--- src/rtl/nibble_serializer_pkg.sv ---
// Shared types and helpers for the nibble serializer.
package nibble_serializer_pkg;

    typedef enum logic [0:0] {
        ST_IDLE  = 1'b0,
        ST_SHIFT = 1'b1
    } state_e;

    // Ceiling log2, with clog2(1) == 0.
    function automatic int unsigned clog2(input int unsigned value);
        int unsigned result;
        result = 0;
        while ((64'd1 << result) < 64'(value)) begin
            result++;
        end
        return result;
    endfunction

endpackage

--- src/rtl/nibble_serializer_if.sv ---
// Word input handshake and serial output bundle of the nibble serializer.
interface nibble_serializer_if #(
    parameter int unsigned WIDTH = 4
);
    logic [WIDTH-1:0] din;
    logic             din_valid;
    logic             din_ready;
    logic             dout;
    logic             dout_valid;
    logic             dout_last;
    logic             busy;

    // Producer / observer side.
    modport master (
        output din, din_valid,
        input  din_ready, dout, dout_valid, dout_last, busy
    );

    // Serializer side.
    modport slave (
        input  din, din_valid,
        output din_ready, dout, dout_valid, dout_last, busy
    );
endinterface

--- src/rtl/nibble_serializer_bit_tick_gen.sv ---
// Bit period divider: a CLK_DIV down-counter restarted at every bit start.
// tick_o is high in the first cycle of each period, end_o in the last one.
module bit_tick_gen
    import nibble_serializer_pkg::*;
#(
    parameter int unsigned CLK_DIV = 1
) (
    input  logic clk,
    input  logic rst,
    input  logic restart_i,
    input  logic en_i,
    output logic tick_o,
    output logic end_o
);
    localparam int unsigned DivW = clog2(CLK_DIV + 1);

    logic [DivW-1:0] cnt_q, cnt_d;
    logic            tick_q, tick_d;

    // Reload on restart, otherwise count down to zero and stick there.
    always_comb begin
        cnt_d  = cnt_q;
        tick_d = 1'b0;
        if (restart_i) begin
            cnt_d  = DivW'(CLK_DIV - 1);
            tick_d = 1'b1;
        end else if (en_i && (cnt_q != '0)) begin
            cnt_d = cnt_q - DivW'(1);
        end
    end

    // Counter and tick registers.
    always_ff @(posedge clk) begin
        if (rst) begin
            cnt_q  <= '0;
            tick_q <= 1'b0;
        end else begin
            cnt_q  <= cnt_d;
            tick_q <= tick_d;
        end
    end

    assign tick_o = tick_q;
    assign end_o  = (cnt_q == '0);

endmodule

--- src/rtl/nibble_serializer.sv ---
// Parallel-in serial-out transmitter feeding a downstream serial-in shifter.
module nibble_serializer
    import nibble_serializer_pkg::*;
#(
    parameter int unsigned WIDTH     = 4,
    parameter int unsigned CLK_DIV   = 1,
    parameter bit          MSB_FIRST = 1'b0
) (
    input  logic                 clk,
    input  logic                 rst,
    nibble_serializer_if.slave   bus
);
    localparam int unsigned CntW = clog2(WIDTH);

    if (CLK_DIV == 0) begin : g_bad_clk_div
        $error("nibble_serializer: CLK_DIV must be at least 1");
    end

    state_e           state_q, state_d;
    logic [WIDTH-1:0] shreg_q, shreg_d;
    logic [CntW-1:0]  bit_cnt_q, bit_cnt_d;
    logic             dout_q, dout_d;
    logic             tick;
    logic             period_end;
    logic             last_bit;
    logic             ready;
    logic             accept;
    logic             advance;

    assign last_bit = (bit_cnt_q == CntW'(WIDTH - 1));
    // Ready in idle, or in the final cycle of the last bit for gapless words.
    assign ready    = !rst && ((state_q == ST_IDLE) || (period_end && last_bit));
    assign accept   = bus.din_valid && ready;
    assign advance  = (state_q == ST_SHIFT) && period_end && !last_bit;

    bit_tick_gen #(
        .CLK_DIV (CLK_DIV)
    ) u_tick (
        .clk       (clk),
        .rst       (rst),
        .restart_i (accept || advance),
        .en_i      (state_q == ST_SHIFT),
        .tick_o    (tick),
        .end_o     (period_end)
    );

    // Next state, shift buffer, bit counter and serial bit.
    always_comb begin
        state_d   = state_q;
        shreg_d   = shreg_q;
        bit_cnt_d = bit_cnt_q;
        dout_d    = dout_q;
        if (accept) begin
            state_d   = ST_SHIFT;
            shreg_d   = bus.din;
            bit_cnt_d = '0;
            dout_d    = MSB_FIRST ? bus.din[WIDTH-1] : bus.din[0];
        end else if (advance) begin
            bit_cnt_d = bit_cnt_q + CntW'(1);
            if (MSB_FIRST) begin
                shreg_d = shreg_q << 1;
                dout_d  = shreg_q[WIDTH-2];
            end else begin
                shreg_d = shreg_q >> 1;
                dout_d  = shreg_q[1];
            end
        end else if ((state_q == ST_SHIFT) && period_end && last_bit) begin
            state_d = ST_IDLE;
            dout_d  = 1'b0;
        end
    end

    // State registers.
    always_ff @(posedge clk) begin
        if (rst) begin
            state_q   <= ST_IDLE;
            shreg_q   <= '0;
            bit_cnt_q <= '0;
            dout_q    <= 1'b0;
        end else begin
            state_q   <= state_d;
            shreg_q   <= shreg_d;
            bit_cnt_q <= bit_cnt_d;
            dout_q    <= dout_d;
        end
    end

    assign bus.din_ready  = ready;
    assign bus.dout       = dout_q;
    assign bus.dout_valid = tick;
    assign bus.dout_last  = tick && last_bit;
    assign bus.busy       = (state_q == ST_SHIFT);

endmodule

--- src/flat_wrapper.sv ---
// flat-port wrapper written by rule: the top's interface ports become plain ports
module nibble_serializer_flat import nibble_serializer_pkg::*;
#(
    parameter int unsigned WIDTH     = 4,
    parameter int unsigned CLK_DIV   = 1,
    parameter bit          MSB_FIRST = 1'b0
)
  (clk, rst, bus_din, bus_din_valid, bus_din_ready, bus_dout, bus_dout_valid, bus_dout_last, bus_busy);
  nibble_serializer_if #(.WIDTH(WIDTH)) bus_i ();
  input  logic clk;
  input  logic rst;
  input wire logic [$bits(bus_i.din)-1:0] bus_din;
  input wire logic [$bits(bus_i.din_valid)-1:0] bus_din_valid;
  output wire logic [$bits(bus_i.din_ready)-1:0] bus_din_ready;
  output wire logic [$bits(bus_i.dout)-1:0] bus_dout;
  output wire logic [$bits(bus_i.dout_valid)-1:0] bus_dout_valid;
  output wire logic [$bits(bus_i.dout_last)-1:0] bus_dout_last;
  output wire logic [$bits(bus_i.busy)-1:0] bus_busy;
  assign bus_i.din = bus_din;
  assign bus_i.din_valid = bus_din_valid;
  assign bus_din_ready = bus_i.din_ready;
  assign bus_dout = bus_i.dout;
  assign bus_dout_valid = bus_i.dout_valid;
  assign bus_dout_last = bus_i.dout_last;
  assign bus_busy = bus_i.busy;
  nibble_serializer #(.WIDTH(WIDTH), .CLK_DIV(CLK_DIV), .MSB_FIRST(MSB_FIRST)) u_core (.clk(clk), .rst(rst), .bus(bus_i));
endmodule
--- config.mk ---
export PLATFORM = sky130hd
export DESIGN_NAME = nibble_serializer_flat
export DESIGN_NICKNAME = d
export VERILOG_FILES = /design/src/rtl/nibble_serializer_pkg.sv /design/src/rtl/nibble_serializer_if.sv /design/src/rtl/nibble_serializer_bit_tick_gen.sv /design/src/rtl/nibble_serializer.sv /design/src/flat_wrapper.sv
export SDC_FILE = /design/constraint.sdc
export NUM_CORES = 1
export LEC_CHECK = 0
export ABC_AREA = 1
export CAP_MARGIN = 40
export CORE_MARGIN = 3
export CORE_UTILIZATION = 30
export CTS_CLUSTER_DIAMETER = 50
export DETAILED_ROUTE_END_ITERATION = 10
export PLACE_DENSITY_LB_ADDON = 0.12
export SLEW_MARGIN = 15
export SYNTH_ARGS = -nofsm -noshare
export SYNTH_HDL_FRONTEND = slang
export SYNTH_SLANG_ARGS = --single-unit
--- constraint.sdc ---
create_clock -name clk -period 1.6 [get_ports clk]
set_clock_uncertainty 0.05 [all_clocks]
set_input_delay 0.48 -clock clk [delete_from_list [all_inputs] [get_ports clk]]
set_output_delay 0.48 -clock clk [all_outputs]
set_load 0.02 [all_outputs]
Word level (Yosys, flattened, before mapping)
Cells that the tools add are included.

word-level totals
  flip-flop bits (word level) = 10
  output and inout port bits = 5
  logic and storage cells = 38

cells by class
  add/subtract/negate cells = 2
  equal/unequal tests = 2
  mux-type cells = 8
  bitwise logic cells = 2
  reductions and logical operators = 18

operators by type and width
  operator               number
  $logic_and A1 B1 Y1    8
  $mux W4                2
  $mux W1                6
  $reduce_bool A2 Y1     2
  $reduce_or A2 Y1       2
  $reduce_bool A3 Y1     1
  $add A2 B1 Y2 const B  1
  $eq A2 B2 Y1 const B   1
  $logic_not A1 Y1       2
  $logic_or A1 B1 Y1     2
  $ne A2 B1 Y1 const B   1
  $not A1 Y1             2
  $reduce_and A2 Y1      1
  $sub A1 B1 Y1 const B  1

Depth between registers and ports, before layout
Gate-level depths: netlist of run 1.

  word-level depth = 7
  mapped depth = 8
  gate-level depth less buffers = 8

Cells and area by module
From an unflattened synthesis of run 1, not the netlist that was laid out.

unflattened totals
  cell total of the unflattened synthesis = 60
  area, all modules = 435.4 um^2

by module, submodules not included
  module             instances  cells each  area an instance (um^2)
  nibble_serializer  1          50          365.4
  bit_tick_gen       1          10          70.1

Least setup slack after synthesis of run 1
No wires, ideal clock.

  kind = register to output
  start = register u_core.bit_cnt_q[0]
  end = output port bus_din_ready
  arrival = 0.958 ns
  path slack = 0.112 ns
  stages on the path, launching flop included = 4
  buffers on the path = 0
  cells stage by stage = dfxtp_1 ha_1 a21oi_1 nor2_1

between the ends
  word-level cells in the longest chain between the ends = 4

ends and longest elaborated chain
  what                    RTL line                 text
  start, declared         nibble_serializer.sv:21  logic [CntW-1:0] bit_cnt_q, bit_cnt_d;
  start signal, assigned  nibble_serializer.sv:83  bit_cnt_q <= bit_cnt_d;
  $eq A2 B2 Y1            nibble_serializer.sv:30  assign last_bit = (bit_cnt_q == CntW'(WIDTH - 1));
  $logic_and A1 B1 Y1     nibble_serializer.sv:32  assign ready = !rst && ((state_q == ST_IDLE) || (period_end && last_bit));
  $logic_or A1 B1 Y1      nibble_serializer.sv:32
  $logic_and A1 B1 Y1     nibble_serializer.sv:32
  end, declared           flat_wrapper.sv:14       output wire logic [$bits(bus_i.din_ready)-1:0] bus_din_ready;

No other way between the ends.

Worst setup path in the final report of run 1
  start = register u_core.bit_cnt_q[1]
  end = output port bus_din_ready

The elaborated chain is that of the path after synthesis.

==> reports/summary.txt, run 1 <==
outcome: finished clean
H-tree Lvls: 1
PwrDens: 780.5 nW/µm²
hold-fix buffers at CTS: 0
vias in the first global route: 375
clk root buf: clkbuf_4
total CTS buffers: 3
Req. time, crit path: 1.07 ns
reg-to-reg endpoint: u_core.bus.dout
Reg2Reg Depth: 9
residual DRC count: 0
crit path kind: reg2out
Core Rows: 13
Final Cell Area: 686.9 µm²
synthesized flop and latch total: 9
HP Class: reg2reg
Final Core Density: 0.5027
port buffer count: 11
total grt overflow: 0
die width: 44.91 µm
Die Footprint: 2017 µm²
Tot Pwr: 0.0005361 W
Starting Density: 0.3324
Hold Path End: u_core.u_tick.cnt_q
share of the synthesized area in the top cell type: 0.3967
worst setup margin: 0.0009124 ns
clock tree from TritonCTS: done
post-synth cell types: 21
RSZ-0062 raised after global routing: yes
Setup TNS Final: 0 ns
Area contributors post-synth: dfxtp_1 40%, nand2_1 9.9%, inv_1 5.8%
final setup fails: 0
most common cell after layout, fill and taps aside: nand2_1
post-route clock period utilization: 0.9994
initial antenna violation count: 0
static leakage power: 0.3286 nW
total routing usage reported by global routing: 0.1101
min Tclk post-route: 1.599 ns
num ports: 12
# diodes: 0
Syn Inst Count: 57
share of cells above drive strength 1: 0.4074
Layout Nets: 90
clock buffer depth: 2
GP Congestion: 0.6941
Slew Limit Fails: 0
Post-Synthesis Cell Area: 454.2 µm²
largest net degree at the start of global routing: 8
Post-Syn Area per Cell: 7.968 µm²
Final ANT Viol Nets: 0
Core Box Area: 1366 µm²
hold path depth: 2
wire per inst: 9.729 µm
Post-Route WL: 934 µm
height of the die: 44.91 µm
fmax: 625.4 MHz
slew of the pin with the lowest slew margin: 0.2159 ns
area delta synth->final: 51.24%
flop2flop setup slack: 0.18 ns
syn_nets: 65
top cell type by total area after synthesis: dfxtp_1
maximum capacitance violations: 0
Reg2Reg Launch Point: u_core.bit_cnt_q[1]
drt pass-1 iters: 3
Worst Path Arrival: 1.07 ns
commonest non-fill, non-tap cells in the layout: 12 x nand2_1, 11 x buf_4, 7 x inv_1, 7 x dfxtp_1, 5 x clkdlybuf4s50_1
maximum vdd drop: 0.4527 mV
first-pass GRT wire length: 1559 µm
Worst Setup End Kind: primary output
sequential area share after synthesis: 0.3967
type of origin of the critical path: flip-flop
Sink Count: 9
DP HPWL: 709.2 µm
routed vias: 424
Initial DRC Count: 6
Fin. Hold Viols: 0
Rel. slew slack: 0.8566
hold_sp: u_core.u_tick.cnt_q
warnings from Yosys: 0
Max FO, Critical Path: 3
Setup WS pre-CTS: -0.5527 ns
worst skew pair latency: 0.27 ns
Reg clk slew, reported paths: 0.07 ns
vias per std cell: 4.417
Post-Place Cell Area: 643.1 µm²
==> sequential cells by signal (all words and copies together), names as in the netlist <==
| register | cells |
|---|---|
| u_core.shreg_q | 3 |
| u_core.bit_cnt_q | 2 |
| u_core.bus.busy | 1 |
| u_core.bus.dout | 1 |
| u_core.u_tick.cnt_q | 1 |
| u_core.u_tick.tick_o | 1 |
==> per-layer routing <==
metal	up-vias	track usage	routed length [µm]
li1	233	-	-
met1	182	0.1387	431
met2	9	0.1605	434
met3	0	0.07171	68
met4	0	0.01754	0
met5	-	0	0
==> cell type report <==
| type | instances | area, µm² |
|---|---|---|
| Multi-Input combinational cell | 37 | 240.2 |
| Timing Repair Buffer | 21 | 175.2 |
| Clock inverter | 1 | 5.005 |
| Fill cell | 154 | 679.4 |
| Sequential cell | 9 | 182.7 |
| Tap cell | 15 | 18.77 |
| Inverter | 10 | 42.54 |
| Clock buffer | 3 | 22.52 |
==> stage by stage <==
| step | cells | hold slack, ns |
|---|---|---|
| after floorplan | 57 | 0.3823 |
| after global placement | 91 | 0.3928 |
| after detailed placement | 91 | 0.3930 |
| after CTS | 95 | 0.4066 |
| after global routing | 96 | 0.4249 |
| final | 96 | 0.4031 |
==> synthesized netlist by cell type, drive strengths merged <==
master  number
o21ai        1
a21oi        6
dfxtp        9
nand3        6
clkinv       1
ha           1
buf          1
nor2         4
xnor2        1
nand4        2
nand2       15
inv          9
nor3         1
==> power breakdown <==
group / internal, W / switching [W] / total (W)
Clock: 0.0000925 / 0.0000892 / 0.000182
Combinational: 0.0000535 / 0.0000573 / 0.000111
Sequential: 0.000236 / 0.00000700 / 0.000243
==> worst max-delay path, stage by stage (launching register included) <==
cell and delay [ns]:
dfxtp_2 0.34, ha_4 0.16, a21oi_2 0.10, nor2_1 0.05, buf_4 0.15
==> worst max-delay path by stage <==
stage                                to  depth (start not counted)                start
final                     bus_din_ready                          4  u_core.bit_cnt_q[1]
after global routing      bus_din_ready                          4  u_core.bit_cnt_q[1]
after CTS                 bus_din_ready                          4  u_core.bit_cnt_q[0]
after detailed placement  bus_din_ready                          3                  rst
after global placement    bus_din_ready                          3                  rst
after floorplan           bus_din_ready                          3  u_core.bit_cnt_q[0]
==> kinds of logic after synthesis <==
group                      synth area share
xor gates and xnor gates            0.01929
adders and majority gates           0.02754
buffers and inverters                0.1102
and+or+nand+nor                      0.3609
DFF                                  0.3967
AOI/OAI and AO/OA                   0.08538
==> repair_timing <==
action,4_1_cts,5_1_grt
buffers inserted,0,1
pin swaps,0,2
resized for setup,19,3
endpoints found under the setup margin,5,3
(Power assumes the default switching activity.)
==> inputs of run 2 (changes only) <==
Settings changed: CORE_AREA from default to 3 3 40 42, CORE_MARGIN 3 to default, CORE_UTILIZATION 30 to default, DIE_AREA from default to 0 0 43 45.
==> run 2 against run 1 <==
  * The flow now finishes with violations (setup timing)
  * Core utilization increased by 3.7 points
  * Hold slack got worse by 0.00060 ns
  * Sequential share of layout area increased by 0.12 points
  * First-iteration DRC count decreased by 100%
  * Global-route usage increased by 1.3 points
  * Critical path depth unchanged
  * Largest power group unchanged
  * Register-to-register slack about the same
  * Via count increased by 4.5%
  * Clock power about the same
==> reports/summary.txt, run 2 (synthesis results as in run 1) <==
slew of the pin with the lowest slew margin: 0.2037 ns (was 0.2159 ns)
Core Rows: 13 (unchanged)
worst setup margin: -0.007955 ns (was 0.0009124 ns)
Fin. Hold Viols: 0 (unchanged)
Multi-input gate area: 240.2 µm² (unchanged)
fmax: 621.9 MHz (was 625.4 MHz)
FF/Latch Area: 185.2 µm² (was 182.7 µm²)
num ports: 12 (unchanged)
DP HPWL: 727.8 µm (was 709.2 µm)
Max FO, Critical Path: 3 (unchanged)
Initial DRC Count: 0 (was 6)
H-tree Lvls: 1 (unchanged)
Rel. slew slack: 0.8647 (was 0.8566)
Req. time, crit path: 1.07 ns (about the same)
hold-fix buffers at CTS: 0 (unchanged)
worst skew pair latency: 0.26 ns (was 0.27 ns)
GP Congestion: 0.7228 (was 0.6941)
residual DRC count: 0 (unchanged)
clock buffer depth: 2 (unchanged)
initial antenna violation count: 0 (unchanged)
min Tclk post-route: 1.608 ns (was 1.599 ns)
Reg2Reg Launch Point: u_core.bit_cnt_q[1] (unchanged)
static leakage power: 0.3263 nW (was 0.3286 nW)
height of the die: 45 µm (was 44.91 µm)
Setup TNS Final: -0.007955 ns (was 0 ns)
flop2flop setup slack: 0.17 ns (was 0.18 ns)
hold_sp: u_core.u_tick.cnt_q (unchanged)
Tot Pwr: 0.0005355 W (was 0.0005361 W)
violated checks: setup timing
crit-path cells: ha_4, a21oi_2, nor2_1, buf_4 (unchanged)
slowest library cell on the worst path: dfxtp_4 (was dfxtp_2)
Reg2Reg Depth: 9 (unchanged)
Core Box Area: 1285 µm² (was 1366 µm²)
clock tree from TritonCTS: done (unchanged)
vias in the first global route: 390 (was 375)
Worst Setup End Kind: primary output (unchanged)
slowest stage delay, CP: 0.36 ns (was 0.34 ns)
Final Core Density: 0.5394 (was 0.5027)
HP Class: reg2reg (unchanged)
crit path kind: reg2out (unchanged)
PwrDens: 772.5 nW/µm² (was 780.5 nW/µm²)
share of cells above drive strength 1: 0.3827 (was 0.4074)
Final ANT Viol Nets: 0 (unchanged)
largest reg by FF count: u_core.shreg_q (unchanged)
maximum capacitance violations: 0 (unchanged)
maximum vdd drop: 0.4821 mV (was 0.4527 mV)
commonest non-fill, non-tap cells in the layout: 12 x nand2_1, 11 x buf_4, 7 x inv_1, 7 x dfxtp_1, 5 x clkdlybuf4s50_1 (unchanged)
vias per std cell: 4.615 (was 4.417)
RSZ-0062 raised after global routing: yes (unchanged)
die width: 43 µm (was 44.91 µm)
reg-to-reg endpoint: u_core.shreg_q[2] (was u_core.bus.dout)
outcome: finished, violations left (was finished clean)
Die Footprint: 1935 µm² (was 2017 µm²)
fillers: 142 (was 154)
total grt overflow: 0 (unchanged)
delay-heaviest family, CP: flip-flops (unchanged)
Min Hold Slack: 0.4025 ns (was 0.4031 ns)
most common cell after layout, fill and taps aside: nand2_1 (unchanged)
crit path launch: u_core.bit_cnt_q[1] (unchanged)
type of origin of the critical path: flip-flop (unchanged)
Post-Route WL: 967 µm (was 934 µm)
Placed Instances: 91 (unchanged)
Layout Nets: 90 (unchanged)
wire per inst: 10.07 µm (was 9.729 µm)
clk root buf: clkbuf_4 (unchanged)
largest registers: u_core.shreg_q (3), u_core.bit_cnt_q (2) (unchanged)
routed vias: 443 (was 424)
Starting Density: 0.3535 (was 0.3324)
Slew Limit Fails: 0 (unchanged)
Reg clk slew, reported paths: 0.06 ns (was 0.07 ns)
Layout Cells excl Fill: 96 (unchanged)
Worst Path Arrival: 1.08 ns (was 1.07 ns)
Largest register FFs: 3 (unchanged)
first-pass GRT wire length: 1711 µm (was 1559 µm)
drt pass-1 iters: 1 (was 3)
final setup fails: 1 (was 0)
CP bufs+invs: 1 (unchanged)
largest net degree at the start of global routing: 8 (unchanged)
area delta synth->final: 52.62% (was 51.24%)
hold path depth: 2 (unchanged)
post-route clock period utilization: 1.005 (was 0.9994)
total routing usage reported by global routing: 0.1235 (was 0.1101)
total CTS buffers: 3 (unchanged)
Hold Path End: u_core.u_tick.cnt_q (unchanged)
Sink Count: 9 (unchanged)
# diodes: 0 (unchanged)
port buffer count: 11 (unchanged)
## run 2: cell count changes in the layout (fill, tap and decap cells not counted)
cell / before / now
clkinv_2: 1 / 0
dfxtp_2: 2 / 1
dfxtp_4: 0 / 1
clkbuf_1: 0 / 1
clkdlybuf4s15_1: 0 / 1
clkbuf_2: 1 / 0
## run 2: routing by layer
metal,track usage,up-vias,share of wire
li1,-,232,-
met1,0.1602,199,0.48
met2,0.1647,10,0.45
met3,0.03586,2,0.044
met4,0.1084,0,0.023
met5,0,-,0
## run 2: worst max path at each step
stage,end,slack [ns],cells after the start
after floorplan,bus_din_ready,0.11,3
after global placement,bus_din_ready,-0.57,3
after detailed placement,bus_din_ready,-0.57,3
after CTS,bus_din_ready,-0.04,4
after global routing,bus_din_ready,-0.07,4
final,bus_din_ready,-0.008,4
## run 2: layout make-up
class | count | area share
Multi-Input combinational cell | 37 | 0.3466
Sequential cell | 9 | 0.2671
Timing Repair Buffer | 21 | 0.2599
Inverter | 10 | 0.06137
Clock buffer | 4 | 0.03791
Tap cell | 15 | 0.02708
## run 2: repair_timing
action,in CTS,in global routing
pin swaps,0,2
endpoints found under the setup margin,5,3
gates resized for setup,17,5
buffers inserted,0,1
hold endpoints to repair,0,0
## run 2: worst min-delay path: cells and delay by family (launching register included)
kind / cells / cell delay (ns)
buffers and inverters: 1 / 0.03
and+or+nand+nor: 1 / 0.07
DFF: 1 / 0.31
## run 2: stage by stage
stage | worst slack, ns | area, µm²
after global routing | -0.06984 | 693.2
after CTS | -0.04189 | 666.9
after detailed placement | -0.5726 | 643.1
after global placement | -0.5732 | 643.1
after floorplan | 0.1122 | 454.2
final | -0.007955 | 693.2
## run 2: power by group
part | switching (W) | internal (W)
clock | 0.0000846 | 0.0000965
combinational | 0.0000578 | 0.0000545
sequential | 0.00000701 | 0.000235
total | 0.000149 | 0.000386
==> inputs of run 3 (changes only) <==
Settings changed: SYNTH_HIERARCHICAL from default to 1.
==> run 3 against run 2 <==
  * The run still ends with setup timing left
  * Non-clock buffer count did not move
  * Setup slack worse by 0.033 ns
  * Sequential power barely moved
  * Via count shrank 0.23%
  * Combinational power barely moved
  * Largest cell class unchanged
  * Highest routed layer unchanged
==> reports/summary.txt, run 3 <==
Setup WS pre-CTS: -0.6253 ns (was -0.5726 ns)
RSZ-0062 raised after global routing: yes (unchanged)
final setup fails: 1 (unchanged)
slowest stage delay, CP: 0.35 ns (was 0.36 ns)
delay-heaviest family, CP: flip-flops (unchanged)
number of enable flip-flop cells after synthesis: 0 (unchanged)
num ports: 12 (unchanged)
Reg clk slew, reported paths: 0.06 ns (about the same)
residual DRC count: 0 (unchanged)
most frequent cell after synthesis: nand2_1 (unchanged)
Final Core Density: 0.5424 (was 0.5394)
Synth Flop Type: dfxtp_1 (unchanged)
post-synth cell types: 15 (was 21)
switch share: 0.2714 (was 0.2790)
Area contributors post-synth: dfxtp_1 41%, nand2_1 11%, nor2_1 7.8% (was dfxtp_1 40%, nand2_1 9.9%, inv_1 5.8%)
warnings from Yosys: 6 (was 0)
fmax: 609.6 MHz (was 621.9 MHz)
clock tree from TritonCTS: done (unchanged)
Layout Nets: 94 (was 90)
type of origin of the critical path: flip-flop (unchanged)
most frequent cells after synthesis: 13 x nand2_1, 9 x dfxtp_1, 9 x nor2_1, 8 x inv_1 (was 12 x nand2_1, 9 x dfxtp_1, 7 x inv_1, 5 x a21oi_1, 4 x nand3_1)
drt pass-1 iters: 2 (was 1)
Starting Density: 0.3389 (was 0.3535)
most common cell after layout, fill and taps aside: nand2_1 (unchanged)
syn_nets: 68 (was 65)
static leakage power: 0.3390 nW (was 0.3263 nW)
Post-Syn Area per Cell: 7.257 µm² (was 7.968 µm²)
Req. time, crit path: 1.07 ns (about the same)
worst setup margin: -0.04047 ns (was -0.007955 ns)
hold-fix buffers at CTS: 0 (unchanged)
Setup TNS Final: -0.04047 ns (was -0.007955 ns)
post-route clock period utilization: 1.025 (was 1.005)
routed vias: 442 (was 443)
wire per inst: 9.450 µm (was 10.07 µm)
height of the die: 45 µm (unchanged)
Post-Synthesis Cell Area: 435.4 µm² (was 454.2 µm²)
Initial DRC Count: 1 (was 0)
Max FO, Critical Path: 2 (was 3)
Tot Pwr: 0.0005269 W (was 0.0005355 W)
vias in the first global route: 428 (was 390)
P_int: 0.0003839 W (was 0.0003861 W)
PwrDens: 756.0 nW/µm² (was 772.5 nW/µm²)
top sig layer: met4 (unchanged)
commonest non-fill, non-tap cells in the layout: 12 x nand2_1, 9 x buf_4, 9 x nor2_1 (was 12 x nand2_1, 11 x buf_4, 7 x inv_1, 7 x dfxtp_1, 5 x clkdlybuf4s50_1)
sequential area share after synthesis: 0.4138 (was 0.3967)
share of cells above drive strength 1: 0.3529 (was 0.3827)
largest registers: u_core/shreg_q (3), u_core/bit_cnt_q (2) (was u_core.shreg_q (3), u_core.bit_cnt_q (2))
Comb power frac: 0.207 (was 0.210)
Worst Path Arrival: 1.11 ns (was 1.08 ns)
worst skew pair latency: 0.26 ns (about the same)
Flop pwr share: 0.464 (was 0.452)
largest reg by FF count: u_core/shreg_q (was u_core.shreg_q)
slowest library cell on the worst path: dfxtp_2 (was dfxtp_4)
Core Rows: 13 (unchanged)
clock buffer depth: 2 (unchanged)
CP bufs+invs: 1 (unchanged)
Syn Inst Count: 60 (was 57)
Die Footprint: 1935 µm² (unchanged)
wire length on met2: 420 µm (was 435 µm)
DP HPWL: 696.5 µm (was 727.8 µm)
violated checks: setup timing (unchanged)
min Tclk post-route: 1.640 ns (was 1.608 ns)
HP Class: reg2reg (unchanged)
clk root buf: clkbuf_4 (unchanged)
share of the synthesized area in the top cell type: 0.4138 (was 0.3967)
maximum vdd drop: 0.4346 mV (was 0.4821 mV)
outcome: finished, violations left (unchanged)
slew of the pin with the lowest slew margin: 0.2051 ns (was 0.2037 ns)
WL met3: 44 µm (was 43 µm)
Routed met1 length: 472 µm (was 465 µm)
initial antenna violation count: 0 (unchanged)
# diodes: 0 (unchanged)
Clock power frac: 0.330 (was 0.338)
crit path kind: reg2out (unchanged)
port buffer count: 11 (unchanged)
crit-path cells: ha_4, nand2_4, a21oi_4, buf_6 (was ha_4, a21oi_2, nor2_1, buf_4)
total routing usage reported by global routing: 0.1208 (was 0.1235)
Fin. Hold Viols: 0 (unchanged)
total CTS buffers: 3 (unchanged)
Rel. slew slack: 0.8638 (was 0.8647)
vias per std cell: 4.420 (was 4.615)
Final ANT Viol Nets: 0 (unchanged)
die width: 43 µm (unchanged)
total grt overflow: 0 (unchanged)
area delta synth->final: 60.06% (was 52.62%)
Worst Setup End Kind: primary output (unchanged)
synthesized flop and latch total: 9 (unchanged)
H-tree Lvls: 1 (unchanged)
ys async rst share: 0 (unchanged)
GP Congestion: 0.7580 (was 0.7228)
maximum capacitance violations: 0 (unchanged)
Largest register FFs: 3 (unchanged)
Sink Count: 9 (unchanged)
first-pass GRT wire length: 1718 µm (was 1711 µm)
largest net degree at the start of global routing: 8 (unchanged)
top cell type by total area after synthesis: dfxtp_1 (unchanged)
Core Box Area: 1285 µm² (unchanged)
Post-Route WL: 945 µm (was 967 µm)
sw power: 0.0001430 W (was 0.0001494 W)
Slew Limit Fails: 0 (unchanged)
==> run 3: routing by layer <==
layer / vias to the layer above / GRT usage
li1: 239 / -
met1: 195 / 0.1522
met2: 6 / 0.1886
met3: 2 / 0.02789
met4: 0 / 0.07229
met5: - / 0
==> run 3: path summary, 6_finish.rpt <==
path                                     startpoint             endpoint  slack [ns]  cells after the start
worst max-delay path            u_core/bit_cnt_q[0]        bus_din_ready       -0.04                      4
worst min register to register  u_core/u_tick/cnt_q  u_core/u_tick/cnt_q        0.39                      2
worst max register to register  u_core/bit_cnt_q[0]    u_core/shreg_q[1]        0.15                     10
worst min-delay path            u_core/u_tick/cnt_q  u_core/u_tick/cnt_q        0.39                      2
==> run 3: repair_timing <==
action                     4_1_cts  5_1_grt
gates resized for setup         23        5
setup buffers                    1        1
setup endpoints to repair        5        3
pin swaps                        1        2
==> run 3: worst min-delay path, cell delays in order, from the launching register on <==
cell,delay (ns)
dfxtp_1,0.31
nand2_1,0.06
nor2_1,0.03
==> run 3: cell type report <==
class	instances	area, µm²
Fill cell	137	588.1
Timing Repair Buffer	21	182.7
Sequential cell	9	182.7
Multi-Input combinational cell	40	245.2
Clock buffer	4	26.28
Inverter	11	41.29
Tap cell	15	18.77
==> run 3: cell families (layout without fill, tap and decap cells) <==
family	after synthesis	after routing	synth area share
flops	9	9	0.4138
fa+ha+maj	1	1	0.02873
simple gates	33	33	0.3851
buf+inv	11	36	0.09483
compound gates	5	5	0.05746
xor+xnor	1	1	0.02012
==> run 3: per-stage QoR <==
stage / instance area, µm² / hold WS, ns / instances
finish: 696.9 / 0.3867 / 100
CTS: 676.9 / 0.3893 / 99
global route: 696.9 / 0.4003 / 100
global placement: 624.3 / 0.3787 / 94
floorplan: 435.4 / 0.3715 / 60
detailed placement: 624.3 / 0.3796 / 94
==> run 3: power by group through the flow <==
stage                     Combinational [W]  Clock, W  Sequential, W
final                              0.000109  0.000174       0.000244
after global routing               0.000122  0.000197       0.000246
after CTS                          0.000107  0.000185       0.000244
after detailed placement           0.000111         0       0.000247
after global placement             0.000111         0       0.000246
after floorplan                   0.0000489         0       0.000255
